===== src/rtl/userio_joy_pkg.sv =====
// Shared definitions for the DB15 user-I/O joystick scanner.
//   - scan_state_t : scanner FSM states
//   - JB_*         : bit positions inside a published joystick word
//   - FRAME_BITS   : serial bits per frame (two chained 16-bit registers)
//   - PLAYER_BITS  : width of one published joystick word
package userio_joy_pkg;

    typedef enum logic [1:0] {
        S_LOAD,
        S_SHIFT,
        S_COMMIT,
        S_GAP
    } scan_state_t;

    localparam int FRAME_BITS  = 32;
    localparam int PLAYER_BITS = 16;
    localparam int JOY_BUTTONS = 12;  // used bits per player, rest of the word is zero
    localparam int P2_BASE     = 16;  // player 2 starts at stream bit 16

    localparam int JB_R      = 0;
    localparam int JB_L      = 1;
    localparam int JB_D      = 2;
    localparam int JB_U      = 3;
    localparam int JB_A      = 4;
    localparam int JB_B      = 5;
    localparam int JB_C      = 6;
    localparam int JB_BTN_D  = 7;
    localparam int JB_E      = 8;
    localparam int JB_F      = 9;
    localparam int JB_START  = 10;
    localparam int JB_SELECT = 11;

endpackage


===== src/rtl/userio_db15_scanner_if.sv =====
// Adapter bus plus published joystick words of the DB15 scanner.
//   joy_data     : serial data from the adapter (active-low buttons)
//   joy_clk      : serial shift clock to the adapter
//   joy_load     : parallel load to the adapter, active-low
//   joystick1/2  : published active-high joystick words
//   present      : adapter seen in the last published frame
//   frame_strobe : one-clock pulse when the published values update
// master = scanner side, slave = adapter / consumer side.
interface userio_db15_scanner_if;
    import userio_joy_pkg::*;

    logic                   joy_data;
    logic                   joy_clk;
    logic                   joy_load;
    logic [PLAYER_BITS-1:0] joystick1;
    logic [PLAYER_BITS-1:0] joystick2;
    logic                   present;
    logic                   frame_strobe;

    modport master (
        input  joy_data,
        output joy_clk,
        output joy_load,
        output joystick1,
        output joystick2,
        output present,
        output frame_strobe
    );

    modport slave (
        output joy_data,
        input  joy_clk,
        input  joy_load,
        input  joystick1,
        input  joystick2,
        input  present,
        input  frame_strobe
    );
endinterface


===== src/rtl/userio_tick_div.sv =====
// Free-running tick generator for the scanner.
//   clk   : joystick clock
//   reset : synchronous, active-high; clears the counter
//   tick  : high for one clock every CLK_DIV clocks; the first tick is
//           acted upon CLK_DIV clocks after reset deasserts
module userio_tick_div #(
    parameter int CLK_DIV = 12
) (
    input  logic clk,
    input  logic reset,
    output logic tick
);
    localparam int W = (CLK_DIV > 1) ? $clog2(CLK_DIV) : 1;
    localparam logic [W-1:0] LAST = W'(CLK_DIV - 1);

    logic [W-1:0] cnt_reg;

    always_ff @(posedge clk) begin
        if (reset) begin
            cnt_reg <= '0;
        end else if (cnt_reg == LAST) begin
            cnt_reg <= '0;
        end else begin
            cnt_reg <= cnt_reg + 1'b1;
        end
    end

    // Tick is the wrap condition, so logic gated by it acts on the wrap edge.
    assign tick = (cnt_reg == LAST);
endmodule


===== src/rtl/userio_db15_scanner.sv =====
// DB15 arcade-stick scanner: clocks two chained 74HC165 registers, samples
// 32 active-low bits per frame, optionally requires two identical frames
// before publishing, and presents two active-high ----LS FEDCBAUDLR words.
//   clk   : joystick clock (40-50 MHz)
//   reset : synchronous, active-high
//   bus   : master modport of userio_db15_scanner_if (adapter lines and
//           published joystick1/joystick2/present/frame_strobe)
module userio_db15_scanner
    import userio_joy_pkg::*;
#(
    parameter int CLK_DIV   = 12,
    parameter int GAP_TICKS = 64,
    parameter int FILTER    = 1
) (
    input  logic                   clk,
    input  logic                   reset,
    userio_db15_scanner_if.master  bus
);
    localparam int GAP_W = (GAP_TICKS > 1) ? $clog2(GAP_TICKS) : 1;
    localparam logic [GAP_W-1:0] GAP_LAST = GAP_W'(GAP_TICKS - 1);

    logic tick;

    userio_tick_div #(.CLK_DIV(CLK_DIV)) u_tick_div (
        .clk   (clk),
        .reset (reset),
        .tick  (tick)
    );

    // joy_data is asynchronous to clk
    logic sync1_reg, sync2_reg;

    scan_state_t            state_reg,    state_next;
    logic                   load_cnt_reg, load_cnt_next;
    logic [4:0]             bit_reg,      bit_next;
    logic                   phase_reg,    phase_next;
    logic [GAP_W-1:0]       gap_reg,      gap_next;
    logic [FRAME_BITS-1:0]  raw_reg,      raw_next;
    logic [FRAME_BITS-1:0]  prev_reg,     prev_next;
    logic                   joy_clk_reg,  joy_clk_next;
    logic                   joy_load_reg, joy_load_next;
    logic [PLAYER_BITS-1:0] joy1_reg,     joy1_next;
    logic [PLAYER_BITS-1:0] joy2_reg,     joy2_next;
    logic                   present_reg,  present_next;
    logic                   strobe_reg,   strobe_next;

    // Decoded words of the frame currently held in raw_reg.
    logic [PLAYER_BITS-1:0] p1_word, p2_word;

    genvar gi;
    generate
        for (gi = 0; gi < PLAYER_BITS; gi++) begin : g_word
            if (gi < JOY_BUTTONS) begin : g_btn
                assign p1_word[gi] = ~raw_reg[gi];
                assign p2_word[gi] = ~raw_reg[P2_BASE + gi];
            end else begin : g_pad
                assign p1_word[gi] = 1'b0;
                assign p2_word[gi] = 1'b0;
            end
        end
    endgenerate

    always_ff @(posedge clk) begin
        if (reset) begin
            sync1_reg    <= 1'b1;
            sync2_reg    <= 1'b1;
            state_reg    <= S_LOAD;
            load_cnt_reg <= 1'b0;
            bit_reg      <= '0;
            phase_reg    <= 1'b0;
            gap_reg      <= '0;
            raw_reg      <= '0;
            prev_reg     <= '1;
            joy_clk_reg  <= 1'b0;
            joy_load_reg <= 1'b1;
            joy1_reg     <= '0;
            joy2_reg     <= '0;
            present_reg  <= 1'b0;
            strobe_reg   <= 1'b0;
        end else begin
            sync1_reg    <= bus.joy_data;
            sync2_reg    <= sync1_reg;
            state_reg    <= state_next;
            load_cnt_reg <= load_cnt_next;
            bit_reg      <= bit_next;
            phase_reg    <= phase_next;
            gap_reg      <= gap_next;
            raw_reg      <= raw_next;
            prev_reg     <= prev_next;
            joy_clk_reg  <= joy_clk_next;
            joy_load_reg <= joy_load_next;
            joy1_reg     <= joy1_next;
            joy2_reg     <= joy2_next;
            present_reg  <= present_next;
            strobe_reg   <= strobe_next;
        end
    end

    always_comb begin
        state_next    = state_reg;
        load_cnt_next = load_cnt_reg;
        bit_next      = bit_reg;
        phase_next    = phase_reg;
        gap_next      = gap_reg;
        raw_next      = raw_reg;
        prev_next     = prev_reg;
        joy_clk_next  = joy_clk_reg;
        joy_load_next = joy_load_reg;
        joy1_next     = joy1_reg;
        joy2_next     = joy2_reg;
        present_next  = present_reg;
        strobe_next   = 1'b0;

        case (state_reg)
            S_LOAD: begin
                if (tick) begin
                    if (joy_load_reg) begin
                        // Only after reset: load is still high, so the
                        // first tick asserts it and starts the 2-tick count.
                        joy_load_next = 1'b0;
                        load_cnt_next = 1'b0;
                    end else if (load_cnt_reg) begin
                        joy_load_next = 1'b1;
                        state_next    = S_SHIFT;
                        bit_next      = '0;
                        phase_next    = 1'b0;
                    end else begin
                        load_cnt_next = 1'b1;
                    end
                end
            end

            S_SHIFT: begin
                if (tick) begin
                    if (!phase_reg) begin
                        // Sample before the rising edge that advances the chain.
                        raw_next[bit_reg] = sync2_reg;
                        joy_clk_next      = 1'b1;
                        phase_next        = 1'b1;
                    end else begin
                        joy_clk_next = 1'b0;
                        if (bit_reg == 5'd31) begin
                            state_next = S_COMMIT;
                        end else begin
                            bit_next   = bit_reg + 5'd1;
                            phase_next = 1'b0;
                        end
                    end
                end
            end

            S_COMMIT: begin
                if ((FILTER == 0) || (raw_reg == prev_reg)) begin
                    if (raw_reg == '0) begin
                        // All-low frame: line floating or shorted, no adapter.
                        joy1_next    = '0;
                        joy2_next    = '0;
                        present_next = 1'b0;
                    end else begin
                        joy1_next    = p1_word;
                        joy2_next    = p2_word;
                        present_next = 1'b1;
                    end
                    strobe_next = 1'b1;
                end
                prev_next  = raw_reg;
                gap_next   = '0;
                state_next = S_GAP;
            end

            S_GAP: begin
                if (tick) begin
                    if (gap_reg == GAP_LAST) begin
                        state_next    = S_LOAD;
                        joy_load_next = 1'b0;
                        load_cnt_next = 1'b0;
                    end else begin
                        gap_next = gap_reg + 1'b1;
                    end
                end
            end

            default: state_next = S_LOAD;
        endcase
    end

    assign bus.joy_clk      = joy_clk_reg;
    assign bus.joy_load     = joy_load_reg;
    assign bus.joystick1    = joy1_reg;
    assign bus.joystick2    = joy2_reg;
    assign bus.present      = present_reg;
    assign bus.frame_strobe = strobe_reg;
endmodule


===== src/flat_wrapper.sv =====
// flat-port wrapper written by rule: the top's interface ports become plain ports
module userio_db15_scanner_flat import userio_joy_pkg::*;
#(
    parameter int CLK_DIV   = 12,
    parameter int GAP_TICKS = 64,
    parameter int FILTER    = 1
)
  (clk, reset, bus_joy_data, bus_joy_clk, bus_joy_load, bus_joystick1, bus_joystick2, bus_present, bus_frame_strobe);
  userio_db15_scanner_if bus_i ();
  input  logic clk;
  input  logic reset;
  input wire logic [$bits(bus_i.joy_data)-1:0] bus_joy_data;
  output wire logic [$bits(bus_i.joy_clk)-1:0] bus_joy_clk;
  output wire logic [$bits(bus_i.joy_load)-1:0] bus_joy_load;
  output wire logic [$bits(bus_i.joystick1)-1:0] bus_joystick1;
  output wire logic [$bits(bus_i.joystick2)-1:0] bus_joystick2;
  output wire logic [$bits(bus_i.present)-1:0] bus_present;
  output wire logic [$bits(bus_i.frame_strobe)-1:0] bus_frame_strobe;
  assign bus_i.joy_data = bus_joy_data;
  assign bus_joy_clk = bus_i.joy_clk;
  assign bus_joy_load = bus_i.joy_load;
  assign bus_joystick1 = bus_i.joystick1;
  assign bus_joystick2 = bus_i.joystick2;
  assign bus_present = bus_i.present;
  assign bus_frame_strobe = bus_i.frame_strobe;
  userio_db15_scanner #(.CLK_DIV(CLK_DIV), .GAP_TICKS(GAP_TICKS), .FILTER(FILTER)) u_core (.clk(clk), .reset(reset), .bus(bus_i));
endmodule

===== config.mk =====
export PLATFORM = sky130hd
export DESIGN_NAME = userio_db15_scanner_flat
export DESIGN_NICKNAME = d
export VERILOG_FILES = /design/src/rtl/userio_joy_pkg.sv /design/src/rtl/userio_db15_scanner_if.sv /design/src/rtl/userio_tick_div.sv /design/src/rtl/userio_db15_scanner.sv /design/src/flat_wrapper.sv
export SDC_FILE = /design/constraint.sdc
export NUM_CORES = 1
export LEC_CHECK = 0
export CORE_ASPECT_RATIO = 1.5
export CORE_MARGIN = 4
export CORE_UTILIZATION = 45
export CTS_CLUSTER_DIAMETER = 100
export DETAILED_ROUTE_END_ITERATION = 10
export GPL_ROUTABILITY_DRIVEN = 0
export MAX_ROUTING_LAYER = met4
export PLACE_DENSITY = 0.68
export SKIP_CTS_REPAIR_TIMING = 1
export SLEW_MARGIN = 15
export SYNTH_ARGS = -nofsm -noshare
export SYNTH_HDL_FRONTEND = slang
export SYNTH_SLANG_ARGS = --single-unit

===== constraint.sdc =====
create_clock -name clk -period 2.1 [get_ports clk]
set_input_delay 0.21 -clock clk [delete_from_list [all_inputs] [get_ports clk]]
set_output_delay 0.21 -clock clk [all_outputs]
set_load 0.02 [all_outputs]

After elaboration in Yosys (flattened, before gate mapping)

Index checks and enable logic that the tools add are counted.

Bits in registers: 121
Word-level logic and storage cells: 123
Input bits: 3
Output and inout bits: 36

Magnitude comparators: 2
Reduce and logical (&&, ||, !) cells: 16
Add/sub/neg operators: 3
Muxes and demuxes: 43
Equal/unequal tests: 17
Bitwise logic cells: 26

Operators by type and width:

| cell                | count |
|---|---|
| $bwmux 32           | 1 |
| $eq 32x32->1        | 1 |
| $logic_not 32->1    | 1 |
| $mux 5              | 6 |
| $not 1->1           | 26 |
| $mux 12             | 2 |
| $mux 1              | 17 |
| $mux 2              | 8 |
| $ne 2x1->1 const B  | 7 |
| $mux 6              | 2 |
| $pmux 6 s2          | 1 |
| $pmux 5 s2          | 1 |
| $pmux 2 s4          | 1 |
| $reduce_and 8->1    | 1 |
| $reduce_and 7->1    | 1 |
| $add 6x1->6 const B | 1 |
| $eq 6x6->1 const B  | 1 |
| $lt 5x6->1 const B  | 1 |
| $ne 2x2->1 const B  | 3 |
| $pmux 1 s2          | 3 |
| $reduce_and 3->1    | 2 |
| $reduce_bool 2->1   | 3 |
| $add 5x1->5 const B | 1 |
| $demux 1 s5         | 1 |
| 12 further kinds    | 15 |

Logic depth before layout (Yosys ltp)

Gate-level depths: netlist of run 1.

Depth after elaboration: 5
Gate-level depth with buffers: 8
Depth with buffers taken out: 8

Cells and area by module

From an unflattened synthesis of run 1, not the netlist that was laid out.

Cells, all modules: 577
Area total of the unflattened synthesis: 5371.4 um^2

By module, submodules not included:

| module              | times used | cells an instance | area an instance (um^2) | seq. area each (um^2) |
|---|---|---|---|---|
| userio_db15_scanner | 1          | 561               | 5205.0                  | 2182.1 |
| userio_tick_div     | 1          | 16                | 166.4                   | 80.1 |

Worst setup path before layout of run 1

Ideal clock, no wire load.

Path kind: register to register
Start: register u_core.bit_reg[0]
End: register u_core.bit_reg[3]
Period minus slack after synthesis: 1.823 ns
Arrival time: 1.752 ns
Setup time: 0.070 ns
Buffers on the path: 0
Cell stages (with the launch flop): 8
Data required time: 2.030 ns
Setup slack: 0.277 ns
Path through: dfxtp_1 ha_1 and3_1 ha_1 nor2b_1 nand4_1 or3_1 a21oi_1

Longest elaborated chain between the ends: 5
Elaborated cells on any way between the ends: 8
Those cells by class: 1 x add/sub; 2 x eq/ne; 4 x mux; 1 x reduce/logical

Ends and longest elaborated chain:

| what                   | line                       | RTL |
|---|---|---|
| from (decl)            | userio_db15_scanner.sv:35  | `logic [4:0] bit_reg, bit_next;` |
| from (signal assigned) | userio_db15_scanner.sv:85  | `bit_reg <= bit_next;` |
| $add 5x1->5            | userio_db15_scanner.sv:145 | `bit_next = bit_reg + 5'd1;` |
| $mux 5                 | userio_db15_scanner.sv:142 | `if (bit_reg == 5'd31) begin` |
| $mux 5                 | userio_db15_scanner.sv:135 | `if (!phase_reg) begin` |
| $mux 5                 | userio_db15_scanner.sv:134 | `if (tick) begin` |
| $pmux 5 s2             | userio_db15_scanner.sv:114 | `case (state_reg)` |

Parallel ways exist; a longest one is shown, timed or not. The select of a mux whose other input is x is not followed.
A chain may end at the register's enable or synchronous reset.

Worst setup path after layout of run 1

Start: register u_core.raw_reg[23]
End: register u_core.joy2_reg[7], in the netlist u_core.bus.joystick2[7]

Longest elaborated chain between the ends: 2
Elaborated cells on any way between the ends: 5
Those cells by class: 1 x eq/ne; 1 x mux; 1 x bitwise; 2 x reduce/logical

Ends and longest elaborated chain:

| what                                                                | line                       | RTL |
|---|---|---|
| from (decl)                                                         | userio_db15_scanner.sv:38  | `logic [FRAME_BITS-1:0] raw_reg, raw_next;` |
| from (signal assigned)                                              | userio_db15_scanner.sv:88  | `raw_reg <= raw_next;` |
| $eq 32x32->1, or another cell as far along                          | userio_db15_scanner.sv:153 | `if ((FILTER == 0) \|\| (raw_reg == prev_reg)) begin` |
| $reduce_and 2->1 (no source line) / $mux 12 (equally long branches) | -                          |  |
| to (signal assigned)                                                | userio_db15_scanner.sv:93  | `joy2_reg <= joy2_next;` |
| to (decl)                                                           | userio_db15_scanner.sv:43  | `logic [PLAYER_BITS-1:0] joy2_reg, joy2_next;` |

Parallel ways exist; a longest one is shown, timed or not.

==> summary.md, run 1 <==
| Metric | Value |
|---|---|
| Outcome | complete, no violations |
| Synth Register Bits | approximately 110 |
| Antenna violations before repair | 0 |
| Fillers | 1016 |
| WP depth | 6 |
| Gr usage total | 0.189 |
| Fin crit share | 0.958 |
| Reg2reg path depth | 6 |
| Hold crit path type | in -> reg |
| Critical Path Max Stage Delay | 390 ps |
| Via count | about 4400 |
| Top_reg_cell synth | dfxtp_1 |
| Die area | 13900 µm² |
| Largest net degree at the start of global routing | 70 |
| Gr ovfl total | 0 |
| Routed WL | 12.7 mm |
| Largest family of logic cells by synthesized area | simple AND/OR/NAND/NOR gates |
| Core area | 11700 µm² |
| Reg-to-reg endpoint | u_core.bus.joystick2[7] |
| Peak Freq | 0.497 GHz |
| Number of buffers created by CTS | 17 |
| Finished Cell Area | ~6600 µm² |
| # placed instances | approximately 770 |
| Synth warn | 0 |
| CP endpoint kind | register |
| Crit path kind | reg -> reg |
| Root buffer cell | clkbuf_16 |
| VDD IR max | ~470 µV |
| CP cell instances | xnor2_1 -> nand4_1 -> nor3_1 -> nand4_2 -> buf_12 -> mux2_4 |
| Iter 0 DRT Violations | 228 |
| Final Non-Filler Cells | about 800 |
| Cell variety after synth | 47 |
| Top post-synthesis cells by area | dfxtp_1, nor2b_1, nor2_1 |
| DRC violations left | 0 |
| HPWL Detailed | 8.64 mm |
| Drt pass-1 iters | 5 |
| Sequential share of the synthesized area | 0.416 |
| ANT cells | 0 |
| Dpl ws | ~130 ps |
| Worst Setup Slack, final | 88.0 ps |
| Synth Area in Simple Gates | 0.239 |
| Number of max-cap violations | 0 |
| Crit path launch type | register |
| Worst setup endpoint | u_core.bus.joystick2[7] |
| Via/cell ratio | 5.47 |
| Nets | 648 |
| Clk slew on worst S/H paths | 50 ps |
| CP max stage cell | dfxtp_1 |
| Cell Area, Synth | between 5000 and 6000 µm² |
| Post-synthesis cell count | a little over 600 |
| Vias in the first global route | 4236 |
| Post-synthesis async set-or-reset flop share | 0 |
| EDFF count, synth | 0 |
| PortBufs | 30 |
| Lkg Pwr | 2.41 nW |
| Rows | 48 |
| ANT nets after route | 0 |
| Syn_area_per_cell | 8.97 µm² |
| Clock Tree Buf Depth | 2 |
| Synth cell count leaders | dfxtp_1, nor2_1, nor2b_1 |
| Critical path startpoint | u_core.raw_reg[23] |
| Xor-xnor portion of the synthesized cell area | 0.0532 |
| Die W | 97.7 µm |
| Setup TNS | 0 ps |
| Mux cell area share after synthesis | 0.0942 |
| Post-DP Area | 5910 µm² |
| RSZ-0062 raised after global routing | false |
| Synthesis-to-finish area growth | 20.8% |
| Ports | 39 |
| Worst skew pair latency | approximately 400 ps |
| Cell taking the most area after synthesis | dfxtp_1 |
| Synth top area share | 0.416 |
| DR WL/cell | 15.9 µm |
| Complex-gate fraction of the synthesized area | 0.127 |
| Hold Vio Cnt, Final | 0 |
| Power Dens Cells | 814 nW/µm² |
| Setup Skew | approximately 9.5 ps |
| Critical path arrival | 2300 ps |
| Register-to-Register Setup Slack | 90 ps |
| Fin crit period | 2010 ps |
| Count leader, synth | dfxtp_1 |
| Initial Utilization | 0.466 |
| Global-route wire length before repair | 20.7 mm |
| Worst-path fanout max | 25 |
| Die Height | 143 µm |
| H-tree depth | 4 |
| WP buf/inv | 1 |
| Final Util | 0.563 |
| Adder-Cell Fraction of Synth Area | 0.0253 |
| Clk sinks | about 110 |
| Share of layout cells above drive strength 1 | 0.130 |
| CTS tree | yes |
| Final slew viol count | 0 |
| R2R Path Start | u_core.raw_reg[23] |
| Setup violation total in the final timing report | 0 |
| Crit path max-delay family | simple AND/OR/NAND/NOR gates |
| Required @ worst endpoint | ~2400 ps |
## report_power, final
group | internal, mW | leakage [nW] | switching [mW]
combinational | 0.0183 | 1.19 | 0.0608
sequential | 2.15 | 0.912 | 0.00408
clock | 2.15 | 0.312 | 0.961
## worst min-delay path by stage
stage / startpoint / end / slack [ps] / depth (start not counted)
after floorplan: bus_joy_data / u_core.sync1_reg / 310 / 1
after global placement: u_core.sync1_reg / u_core.sync2_reg / 400 / 1
after detailed placement: u_core.sync1_reg / u_core.sync2_reg / 390 / 1
after CTS: reset / u_core.raw_reg[10] / 170 / 2
after global routing: reset / u_core.bit_reg[0] / 170 / 2
final: reset / u_core.raw_reg[0] / 170 / 2
## area by class of cell
class                      count  area, µm²  area share
clock buffer                  20        457      0.0696
clock inverter                11        185      0.0282
inverter                       7       26.3     0.00400
multi-input combinational    448       2970       0.453
sequential                   113       2260       0.345
tap                          150        188      0.0286
timing repair buffer          47        475      0.0724
## per-layer routing
layer,GRT usage,vias up,share of wire
met1,0.202,2074,0.40
met3,0.0495,27,0.045
met2,0.329,116,0.52
li1,-,2135,-
met5,-,-,0
met4,0.0853,0,0.031
## cell usage in the layout (no fill, tap or decap), drive strengths merged, types with 24 or more instances in the layout
cell / synthesis / layout
dfxtp: 113 / 113
nor2: 87 / 87
nor2b: 59 / 59
a211o: 33 / 33
nand2: 31 / 31
a21oi: 31 / 31
xnor2: 29 / 29
o21ai: 29 / 29
clkdlybuf4s50: 0 / 29
mux2: 24 / 24
## stage by stage
step                      hold WS, ps  power, mW
after global placement            398       2.28
final                             175       5.35
after detailed placement          393       2.28
after global routing              175       5.51
after CTS                         168       5.38
after floorplan                   314       2.27
## logic make-up (layout without fill, tap and decap cells)
| group | count (synthesis) | after routing |
|---|---|---|
| muxes | 41 | 41 |
| xor gates and xnor gates | 33 | 33 |
| and+or+nand+nor | 250 | 250 |
| AOI/OAI and AO/OA | 105 | 105 |
| other | 1 | 8 |
| adders and majority gates | 11 | 11 |
| buffers and inverters | 52 | 85 |
| DFF | 113 | 113 |
(Power assumes the default switching activity.)
==> run 2: changes to the inputs <==
--- a/config.mk
+++ b/config.mk
@@ -5,6 +5,7 @@
 export SDC_FILE = /design/constraint.sdc
 export NUM_CORES = 1
 export LEC_CHECK = 0
+export ABC_CLOCK_PERIOD_IN_PS = 2100
 export CORE_ASPECT_RATIO = 1.5
 export CORE_MARGIN = 4
 export CORE_UTILIZATION = 45
==> results of run 2 <==
The final DEF is identical to that of run 1; final timing and power are the same.
